$ cat src/rtl/cmd_link_pkg.sv
// Shared types and defaults for the two-byte command link.
// Used by the remote endpoint and its UART transceiver.
package cmd_link_pkg;

    typedef enum logic {
        WAIT_HI,
        WAIT_LO
    } rx_state_t;

    typedef enum logic {
        IDLE,
        BUSY
    } tx_state_t;

    localparam int DEF_BAUD_DIV    = 2604;
    localparam int DEF_TIMEOUT_CYC = 1_000_000;
    localparam int CMD_W           = 16;
    localparam int BYTE_W          = 8;

endpackage

$ cat src/rtl/uart_xcvr.sv
// 8N1 UART transceiver, LSB first, BAUD_DIV clocks per bit.
// RX is double-flopped and sampled mid-bit; rx_rdy fires at mid-stop.
module uart_xcvr
    import cmd_link_pkg::*;
#(
    parameter int BAUD_DIV = DEF_BAUD_DIV
) (
    input  logic              clk,
    input  logic              rst,
    input  logic              RX,
    output logic              TX,
    input  logic [BYTE_W-1:0] tx_data,
    input  logic              trmt,
    output logic              tx_done,
    output logic [BYTE_W-1:0] rx_data,
    output logic              rx_rdy,
    input  logic              clr_rx_rdy
);

    localparam int            CW        = $clog2(BAUD_DIV);
    localparam logic [CW-1:0] BIT_LAST  = CW'(BAUD_DIV - 1);
    localparam logic [CW-1:0] HALF_LAST = CW'(BAUD_DIV / 2 - 1);
    localparam logic [3:0]    LAST_IDX  = 4'd9;

    logic              r_rx_s1;
    logic              r_rx_s2;
    logic              r_rx_busy;
    logic              r_rx_rdy;
    logic [CW-1:0]     r_rx_cnt;
    logic [3:0]        r_rx_idx;
    logic [BYTE_W-1:0] r_rx_sh;

    logic              r_tx;
    logic              r_tx_busy;
    logic              r_tx_done;
    logic [CW-1:0]     r_tx_cnt;
    logic [3:0]        r_tx_idx;
    logic [BYTE_W:0]   r_tx_sh;

    // idx 0 is the start-bit check, 1..8 data, 9 the stop bit
    always_ff @(posedge clk) begin
        if (rst) begin
            r_rx_s1   <= 1'b1;
            r_rx_s2   <= 1'b1;
            r_rx_busy <= 1'b0;
            r_rx_rdy  <= 1'b0;
            r_rx_cnt  <= '0;
            r_rx_idx  <= '0;
            r_rx_sh   <= '0;
        end else begin
            r_rx_s1 <= RX;
            r_rx_s2 <= r_rx_s1;
            if (clr_rx_rdy) begin
                r_rx_rdy <= 1'b0;
            end
            if (!r_rx_busy) begin
                if (!r_rx_s2) begin
                    r_rx_busy <= 1'b1;
                    r_rx_cnt  <= HALF_LAST;
                    r_rx_idx  <= '0;
                end
            end else if (r_rx_cnt != '0) begin
                r_rx_cnt <= r_rx_cnt - 1'b1;
            end else begin
                r_rx_cnt <= BIT_LAST;
                r_rx_idx <= r_rx_idx + 4'd1;
                if (r_rx_idx == '0) begin
                    if (r_rx_s2) begin
                        r_rx_busy <= 1'b0;
                    end
                end else if (r_rx_idx == LAST_IDX) begin
                    r_rx_busy <= 1'b0;
                    if (r_rx_s2) begin
                        r_rx_rdy <= 1'b1;
                    end
                end else begin
                    r_rx_sh <= {r_rx_s2, r_rx_sh[BYTE_W-1:1]};
                end
            end
        end
    end

    // shift register carries {stop, data}; start bit is driven on load
    always_ff @(posedge clk) begin
        if (rst) begin
            r_tx      <= 1'b1;
            r_tx_busy <= 1'b0;
            r_tx_done <= 1'b0;
            r_tx_cnt  <= '0;
            r_tx_idx  <= '0;
            r_tx_sh   <= '1;
        end else begin
            r_tx_done <= 1'b0;
            if (!r_tx_busy) begin
                if (trmt) begin
                    r_tx_busy <= 1'b1;
                    r_tx      <= 1'b0;
                    r_tx_sh   <= {1'b1, tx_data};
                    r_tx_cnt  <= BIT_LAST;
                    r_tx_idx  <= '0;
                end
            end else if (r_tx_cnt != '0) begin
                r_tx_cnt <= r_tx_cnt - 1'b1;
            end else if (r_tx_idx == LAST_IDX) begin
                r_tx_busy <= 1'b0;
                r_tx_done <= 1'b1;
                r_tx      <= 1'b1;
            end else begin
                r_tx     <= r_tx_sh[0];
                r_tx_sh  <= {1'b1, r_tx_sh[BYTE_W:1]};
                r_tx_idx <= r_tx_idx + 4'd1;
                r_tx_cnt <= BIT_LAST;
            end
        end
    end

    assign TX      = r_tx;
    assign tx_done = r_tx_done;
    assign rx_data = r_rx_sh;
    assign rx_rdy  = r_rx_rdy;

endmodule

$ cat src/rtl/cmd_rx_wrapper.sv
// Remote command endpoint: assembles two RX bytes into a command
// word and sends one response byte back over the same UART.
module cmd_rx_wrapper
    import cmd_link_pkg::*;
#(
    parameter int BAUD_DIV    = DEF_BAUD_DIV,
    parameter int TIMEOUT_CYC = DEF_TIMEOUT_CYC
) (
    input  logic              clk,
    input  logic              rst,
    input  logic              RX,
    output logic              TX,
    output logic [CMD_W-1:0]  cmd,
    output logic              cmd_rdy,
    input  logic              clr_cmd_rdy,
    output logic              cmd_timeout,
    input  logic [BYTE_W-1:0] resp,
    input  logic              send_resp,
    output logic              resp_sent
);

    localparam int            TW       = $clog2(TIMEOUT_CYC);
    localparam logic [TW-1:0] TMO_LAST = TW'(TIMEOUT_CYC - 1);

    logic [BYTE_W-1:0] w_rx_data;
    logic              w_rx_rdy;
    logic              w_tx_done;

    rx_state_t         r_rx_st;
    rx_state_t         w_rx_st_nxt;
    logic [BYTE_W-1:0] r_hi;
    logic [BYTE_W-1:0] w_hi_nxt;
    logic [CMD_W-1:0]  r_cmd;
    logic [CMD_W-1:0]  w_cmd_nxt;
    logic              r_cmd_rdy;
    logic              w_cmd_rdy_nxt;
    logic              r_tmo;
    logic              w_tmo_nxt;
    logic [TW-1:0]     r_cnt;
    logic [TW-1:0]     w_cnt_nxt;

    tx_state_t         r_tx_st;
    tx_state_t         w_tx_st_nxt;
    logic [BYTE_W-1:0] r_resp;
    logic [BYTE_W-1:0] w_resp_nxt;
    logic              r_trmt;
    logic              w_trmt_nxt;
    logic              r_sent;
    logic              w_sent_nxt;

    uart_xcvr #(
        .BAUD_DIV(BAUD_DIV)
    ) u_xcvr (
        .clk       (clk),
        .rst       (rst),
        .RX        (RX),
        .TX        (TX),
        .tx_data   (r_resp),
        .trmt      (r_trmt),
        .tx_done   (w_tx_done),
        .rx_data   (w_rx_data),
        .rx_rdy    (w_rx_rdy),
        .clr_rx_rdy(w_rx_rdy)
    );

    always_ff @(posedge clk) begin
        if (rst) begin
            r_rx_st   <= WAIT_HI;
            r_hi      <= '0;
            r_cmd     <= '0;
            r_cmd_rdy <= 1'b0;
            r_tmo     <= 1'b0;
            r_cnt     <= '0;
        end else begin
            r_rx_st   <= w_rx_st_nxt;
            r_hi      <= w_hi_nxt;
            r_cmd     <= w_cmd_nxt;
            r_cmd_rdy <= w_cmd_rdy_nxt;
            r_tmo     <= w_tmo_nxt;
            r_cnt     <= w_cnt_nxt;
        end
    end

    // a byte arriving on the timeout cycle completes the command
    always_comb begin
        w_rx_st_nxt   = r_rx_st;
        w_hi_nxt      = r_hi;
        w_cmd_nxt     = r_cmd;
        w_cmd_rdy_nxt = r_cmd_rdy & ~clr_cmd_rdy;
        w_tmo_nxt     = 1'b0;
        w_cnt_nxt     = r_cnt;
        unique case (r_rx_st)
            WAIT_HI: begin
                if (w_rx_rdy) begin
                    w_hi_nxt      = w_rx_data;
                    w_cmd_rdy_nxt = 1'b0;
                    w_cnt_nxt     = '0;
                    w_rx_st_nxt   = WAIT_LO;
                end
            end
            WAIT_LO: begin
                w_cnt_nxt = r_cnt + 1'b1;
                if (w_rx_rdy) begin
                    w_cmd_nxt     = {r_hi, w_rx_data};
                    w_cmd_rdy_nxt = 1'b1;
                    w_rx_st_nxt   = WAIT_HI;
                end else if (r_cnt == TMO_LAST) begin
                    w_tmo_nxt   = 1'b1;
                    w_rx_st_nxt = WAIT_HI;
                end
            end
        endcase
    end

    always_ff @(posedge clk) begin
        if (rst) begin
            r_tx_st <= IDLE;
            r_resp  <= '0;
            r_trmt  <= 1'b0;
            r_sent  <= 1'b0;
        end else begin
            r_tx_st <= w_tx_st_nxt;
            r_resp  <= w_resp_nxt;
            r_trmt  <= w_trmt_nxt;
            r_sent  <= w_sent_nxt;
        end
    end

    always_comb begin
        w_tx_st_nxt = r_tx_st;
        w_resp_nxt  = r_resp;
        w_trmt_nxt  = 1'b0;
        w_sent_nxt  = r_sent;
        unique case (r_tx_st)
            IDLE: begin
                if (send_resp) begin
                    w_resp_nxt  = resp;
                    w_trmt_nxt  = 1'b1;
                    w_sent_nxt  = 1'b0;
                    w_tx_st_nxt = BUSY;
                end
            end
            BUSY: begin
                if (w_tx_done) begin
                    w_sent_nxt  = 1'b1;
                    w_tx_st_nxt = IDLE;
                end
            end
        endcase
    end

    assign cmd         = r_cmd;
    assign cmd_rdy     = r_cmd_rdy;
    assign cmd_timeout = r_tmo;
    assign resp_sent   = r_sent;

endmodule

$ cat config.mk
export PLATFORM = sky130hd
export DESIGN_NAME = cmd_rx_wrapper
export DESIGN_NICKNAME = d
export VERILOG_FILES = /design/src/rtl/cmd_link_pkg.sv /design/src/rtl/uart_xcvr.sv /design/src/rtl/cmd_rx_wrapper.sv
export SDC_FILE = /design/constraint.sdc
export NUM_CORES = 1
export LEC_CHECK = 0
export CAP_MARGIN = 20
export CORE_MARGIN = 10
export CORE_UTILIZATION = 55
export DETAILED_ROUTE_END_ITERATION = 16
export PLACE_DENSITY = 0.75
export SLEW_MARGIN = 20
export SYNTH_ARGS = -nofsm -noshare
export SYNTH_HDL_FRONTEND = slang
export SYNTH_HIERARCHICAL = 1
export SYNTH_SLANG_ARGS = --single-unit
$ cat constraint.sdc
create_clock -name clk -period 4 [get_ports clk]
set_input_delay 0.8 -clock clk [delete_from_list [all_inputs] [get_ports clk]]
set_output_delay 0.8 -clock clk [all_outputs]
set_load 0.03 [all_outputs]
==> run metrics, run 1 <==
Post-synth EDFFs=0; Avg Cell Area, Syn=8.54 um2; top_reg_cell synth=dfxtp_1; Via Count=4359; startpoint types=register; clk sinks=113; CTS Buf Count=17; # hold bufs at CTS=0; mapped cell area=5120 um2; placed cell count=709; Fin Setup TNS=0 ps; share of flip-flops with an asynchronous set or reset=0%; Worst-Margin Slew=958 ps; final setup violation count=0; GRT overflow=0; FP Rows=35; Synth cell types=68; part of the power in registers=41.0%; port bufs=32; final core utilization=65.2%; max incr delay on CP=710 ps; die area=13600 um2; clock skew=12.4 ps; WL/cell=14.6 um; aggregate routed wire length=10800 um; first-pass GRT wire length=19000 um; worst min-delay path class=reg -> reg; Initial Util=56.0%; DP Area=5390 um2; RSZ-0062 raised after global routing=false; cells after synthesis=600; Worst EP arrival=2900 ps; maximum clock path buffer count=2; fill count=757; final non-filler cell total=741; DRC viols=0; run status=completed; Buf/Inv on CP=0; Root Buffer=clkbuf_8; CP max stage cell=or4_1; initial antenna violation count=0; CP top delay family=simple AND/OR/NAND/NOR gates; max-cap viol count=0; Clk pwr share=49.6%; area of the core=9150 um2; n_diodes=0; Tcrit/Tclk final=63.1%; most frequent cells in the layout=113 x dfxtp_1, 84 x nand2_1, 69 x a21oi_1; Ports=33; CTS tree=built; PD cells=491 nW/um2; Worst-path clk slew=60 ps; initial DRC count=411; sequential cell area fraction in the yosys report=44.2%; Synthesis Warnings=6; Avg Vias per Cell=5.88; Area Overhead vs Synth=16.4%; CTS resizes=0; Leak Pwr=2.03 nW; gp weighted congestion=0.830; crit-path cells=or4_1 -> nor4_4 -> a21o_1 -> mux2_2 -> nor2_2; Max FO, Critical Path=18; Total GRT Usage=17.1%; htree depth=4; CP Capture Type=register; share of layout cells above drive strength 1=10.8%; vias in the first global route=4172; Final Critical Period=2530 ps; P_sw=0.767 mW; post-route design area=5970 um2; Slew Limit Fails=0; Critical Path RT=4370 ps; largest net degree at the start of global routing=95; syn nets=623; die width=117 um; # Post-CTS Setup Buffers=0; fmax=396 MHz; nets@finish=640; Clk Latency, worst-skew pair=510 ps; Final Hold Viols=0; hpwl dp=6950 um; Logic pwr share=9.4%; TritonRoute pass-1 iters=5; most common library cell in the layout ignoring fill and taps=dfxtp_1; Post-DRT Antenna Nets=0; FF+latch count, synth=113; kind of critical path=reg -> reg; switching portion of total power=26.2%; Max VDD drop=0.000280 V; Die Y=117 um; Slew HR=36.0%; Pint=2.16 mW
==> logic make-up after synthesis <==
family | synth area share (%)
simple gates | 28.3
mux | 3.08
compound gates | 16.3
xor+xnor | 0.684
buf+inv | 5.13
flops | 44.2
fa+ha+maj | 2.44
==> layout make-up <==
class	count	area, um2	area share, %
Clock buffer	18	418	7.01
Clock inverter	14	159	2.66
Inverter	13	48.8	0.818
Multi-Input combinational cell	437	2600	43.6
Sequential cell	113	2260	37.9
Tap cell	111	139	2.33
Timing Repair Buffer	35	340	5.70
==> synth_stat cells (6+ instances only) <==
cell type  count  share of area, %
dfxtp_1      113                44
nor2b_1       15               1.8
a21oi_1       69               6.7
nor3_1        22               2.1
nand2b_1       8              0.98
mux2_2         6               1.3
ha_1          10               2.4
or4_1          7               1.0
o311ai_0       6               1.0
nand2_1       84               6.2
o21ai_0       13               1.3
mux2i_1        9               1.8
nor2_1        49               3.6
clkbuf_1      23               1.7
nand3_1       17               1.7
nor3b_1        7               1.0
a211oi_1       9               1.3
nand4_1       14               1.7
a31oi_1        9               1.1
inv_1         13              0.95
==> sequential cells by signal, summed over array words and instances (netlist names), 4 cells and up <==
register,flops
u_xcvr/r_tx_cnt,12
cmd,16
u_xcvr/r_tx_sh,8
u_xcvr/r_rx_idx,4
u_xcvr/r_tx_idx,4
u_xcvr/rx_data,8
r_resp,8
u_xcvr/r_rx_cnt,12
r_hi,8
r_cnt,20
==> per-stage QoR <==
step / hold WS [ps] / total power [mW] / setup WS [ps]
final: 406 / 2.93 / 1470
after floorplan: 389 / 1.44 / 2060
after CTS: 407 / 2.95 / 1510
after detailed placement: 394 / 1.49 / 1530
after global routing: 423 / 3.05 / 1310
after global placement: 393 / 1.48 / 1580
==> final timing paths <==
| kind | from | endpoint | slack [ps] | cells after the start |
|---|---|---|---|---|
| worst min register to register | u_xcvr/r_rx_s1 | u_xcvr/r_rx_s2 | 410 | 1 |
| worst max register to register | u_xcvr/r_tx_cnt[2] | u_xcvr/r_tx_idx[0] | 1470 | 5 |
| worst max-delay path | u_xcvr/r_tx_cnt[2] | u_xcvr/r_tx_idx[0] | 1470 | 5 |
| worst min-delay path | u_xcvr/r_rx_s1 | u_xcvr/r_rx_s2 | 410 | 1 |
==> power by group through the flow <==
stage | Combinational [mW] | Clock, mW | Sequential [mW]
6_report | 0.274 | 1.45 | 1.20
3_5_place_dp | 0.269 | 0 | 1.22
3_3_place_gp | 0.261 | 0 | 1.22
5_1_grt | 0.309 | 1.53 | 1.21
4_1_cts | 0.272 | 1.47 | 1.20
2_1_floorplan | 0.226 | 0 | 1.21
==> metal layers <==
layer	wire [um]	vias to the layer above	GRT usage (%)
met5	0	-	0
met2	5220	97	27.3
met1	5010	2070	21.3
met3	490	5	5.65
met4	78	0	5.25
li1	-	2187	-
Power figures use the tool's default switching activity.
==> run 2, diff against run 1 <==
==> constraint.sdc (replaced) <==
create_clock -name clk -period 2.6 [get_ports clk]
set_input_delay 0.52 -clock clk [delete_from_list [all_inputs] [get_ports clk]]
set_output_delay 0.52 -clock clk [all_outputs]
set_load 0.03 [all_outputs]
==> run 2 against run 1 <==
  * Core utilization is 0.71 points higher
  * Final cell count is 1.5% higher
  * Wire length is 4.4% higher
  * Design area is 1.1% higher
  * Clock power is 47% higher
  * Count of clock-buffer cells in the layout stayed put
  * Via count is 1.2% higher
  * Worst setup slack worse by 1200 ps
  * Sequential cell count stayed put
  * Combinational power is 64% higher
  * Critical path type unchanged
  * Largest power group unchanged
==> run metrics, run 2 (synthesis results as in run 1) <==
part of the power in registers=41.7% (was 41.0%); CTS Buf Count=17 (unchanged); Initial Util=56.0% (unchanged); fmax=435 MHz (was 396 MHz); htree depth=4 (unchanged); most frequent cells in the layout=113 x dfxtp_1, 84 x nand2_1, 69 x a21oi_1 (unchanged); WL/cell=15.0 um (was 14.6 um); hpwl dp=7440 um (was 6950 um); n_diodes=0 (unchanged); fill count=762 (was 757); final setup violation count=0 (unchanged); area of the core=9150 um2 (unchanged); post-route design area=6030 um2 (was 5970 um2); switching portion of total power=26.3% (was 26.2%); Most flops, register=r_cnt (unchanged); Buf/Inv on CP=1 (was 0); # Post-CTS Setup Buffers=0 (unchanged); kind of critical path=reg -> reg (unchanged); Critical Path RT=3030 ps (was 4370 ps); die area=13600 um2 (unchanged); Slew Limit Fails=0 (unchanged); Logic pwr share=10.1% (was 9.4%); hold path start=u_xcvr/r_rx_s1 (unchanged); first-pass GRT wire length=19100 um (was 19000 um); Pint=3.26 mW (was 2.16 mW); Worst EP arrival=2730 ps (was 2900 ps); CP max stage cell=or4_1 (unchanged); CP top delay family=simple AND/OR/NAND/NOR gates (unchanged); Worst-path clk slew=60 ps (about the same); final non-filler cell total=752 (was 741); Avg Vias per Cell=5.87 (was 5.88); reg2reg start=u_xcvr/r_tx_cnt[2] (unchanged); Worst-Margin Slew=617 ps (was 958 ps); pre-CTS setup slack=381 ps (was 1530 ps); crit-path cells=or4_1 -> nor4_4 -> a21o_1 -> buf_4 -> nor3_1 -> a21oi_1 (was or4_1 -> nor4_4 -> a21o_1 -> mux2_2 -> nor2_2); most common library cell in the layout ignoring fill and taps=dfxtp_1 (unchanged); register area=2260 um2 (unchanged); aggregate routed wire length=11300 um (was 10800 um); max-cap viol count=0 (unchanged); gp weighted congestion=0.882 (was 0.830); CTS resizes=0 (unchanged); startpoint types=register (unchanged); Die Y=117 um (unchanged); Ports=33 (unchanged); CTS tree=built (unchanged); TritonRoute pass-1 iters=6 (was 5); P_sw=1.16 mW (was 0.767 mW); port bufs=32 (unchanged); Final Critical Period=2300 ps (was 2530 ps); die width=117 um (unchanged); initial DRC count=368 (was 411); multi-input gate area in the final layout=2600 um2 (unchanged); worst min-delay path class=reg -> reg (unchanged); share of layout cells above drive strength 1=12.5% (was 10.8%); GRT overflow=0 (unchanged); DRC viols=0 (unchanged); Clk Latency, worst-skew pair=510 ps (about the same); max incr delay on CP=710 ps (about the same); Fin Setup TNS=0 ps (unchanged); DP Area=5470 um2 (was 5390 um2); Root Buffer=clkbuf_8 (unchanged); Max FO, Critical Path=14 (was 18); RSZ-0062 raised after global routing=false (unchanged); FP Rows=35 (unchanged); clk sinks=113 (unchanged); Critical Path Start=u_xcvr/r_tx_cnt[2] (unchanged); Clk pwr share=48.2% (was 49.6%); Final Worst Setup Slack=302 ps (was 1470 ps); vias in the first global route=4120 (was 4172); largest net degree at the start of global routing=48 (was 95); maximum clock path buffer count=2 (unchanged); initial antenna violation count=0 (unchanged); Leak Pwr=2.07 nW (was 2.03 nW); Slew HR=58.8% (was 36.0%); Total GRT Usage=17.1% (about the same); # hold bufs at CTS=0 (unchanged); Final Hold Viols=0 (unchanged); Post-DRT Antenna Nets=0 (unchanged); run status=completed (unchanged); placed cell count=720 (was 709); Max VDD drop=0.000428 V (was 0.000280 V); Via Count=4412 (was 4359); number of flip-flops in the largest register=20 (unchanged); CP Capture Type=register (unchanged); clock skew=11.0 ps (was 12.4 ps); Tcrit/Tclk final=88.4% (was 63.1%); Area Overhead vs Synth=17.7% (was 16.4%); PD cells=734 nW/um2 (was 491 nW/um2); nets@finish=651 (was 640)
## run 2: final cells by class
cell class              count  share of cell area, %
multi-input cells         437                   43.1
flip-flops and latches    113                   37.5
clock buffers              18                   7.10
repair buffers             46                   7.01
well taps                 111                   2.30
clock inverters            14                   2.18
inverters                  13                  0.809
## run 2: path summary, 6_finish.rpt
check	end	slack, ps	depth (start not counted)
max	u_xcvr/r_tx_sh[0]	300	6
min	u_xcvr/r_rx_s2	410	1
max reg2reg	u_xcvr/r_tx_sh[0]	300	6
min reg2reg	u_xcvr/r_rx_s2	410	1
## run 2: power groups by stage
stage / clock (mW) / sequential, mW / combinational [mW]
2_1_floorplan: 0 / 1.87 / 0.348
3_5_place_dp: 0 / 1.88 / 0.439
3_3_place_gp: 0 / 1.88 / 0.425
5_1_grt: 2.27 / 1.85 / 0.496
4_1_cts: 2.18 / 1.84 / 0.444
6_report: 2.13 / 1.85 / 0.448
## run 2: through the flow
| step | power, mW | util, % | hold slack, ps |
|---|---|---|---|
| floorplan | 2.22 | - | 389 |
| global placement | 2.30 | 59.8 | 391 |
| detailed placement | 2.32 | 59.8 | 404 |
| CTS | 4.46 | 65.9 | 410 |
| global route | 4.62 | 65.9 | 431 |
| finish | 4.43 | 65.9 | 406 |
## run 2: per-layer routing
metal,global-route usage [%],vias up,share of wire [%]
met1,20.3,2094,45
li1,-,2207,-
met4,6.42,0,0.86
met5,0,-,0
met3,4.57,10,4.2
met2,29.1,101,50
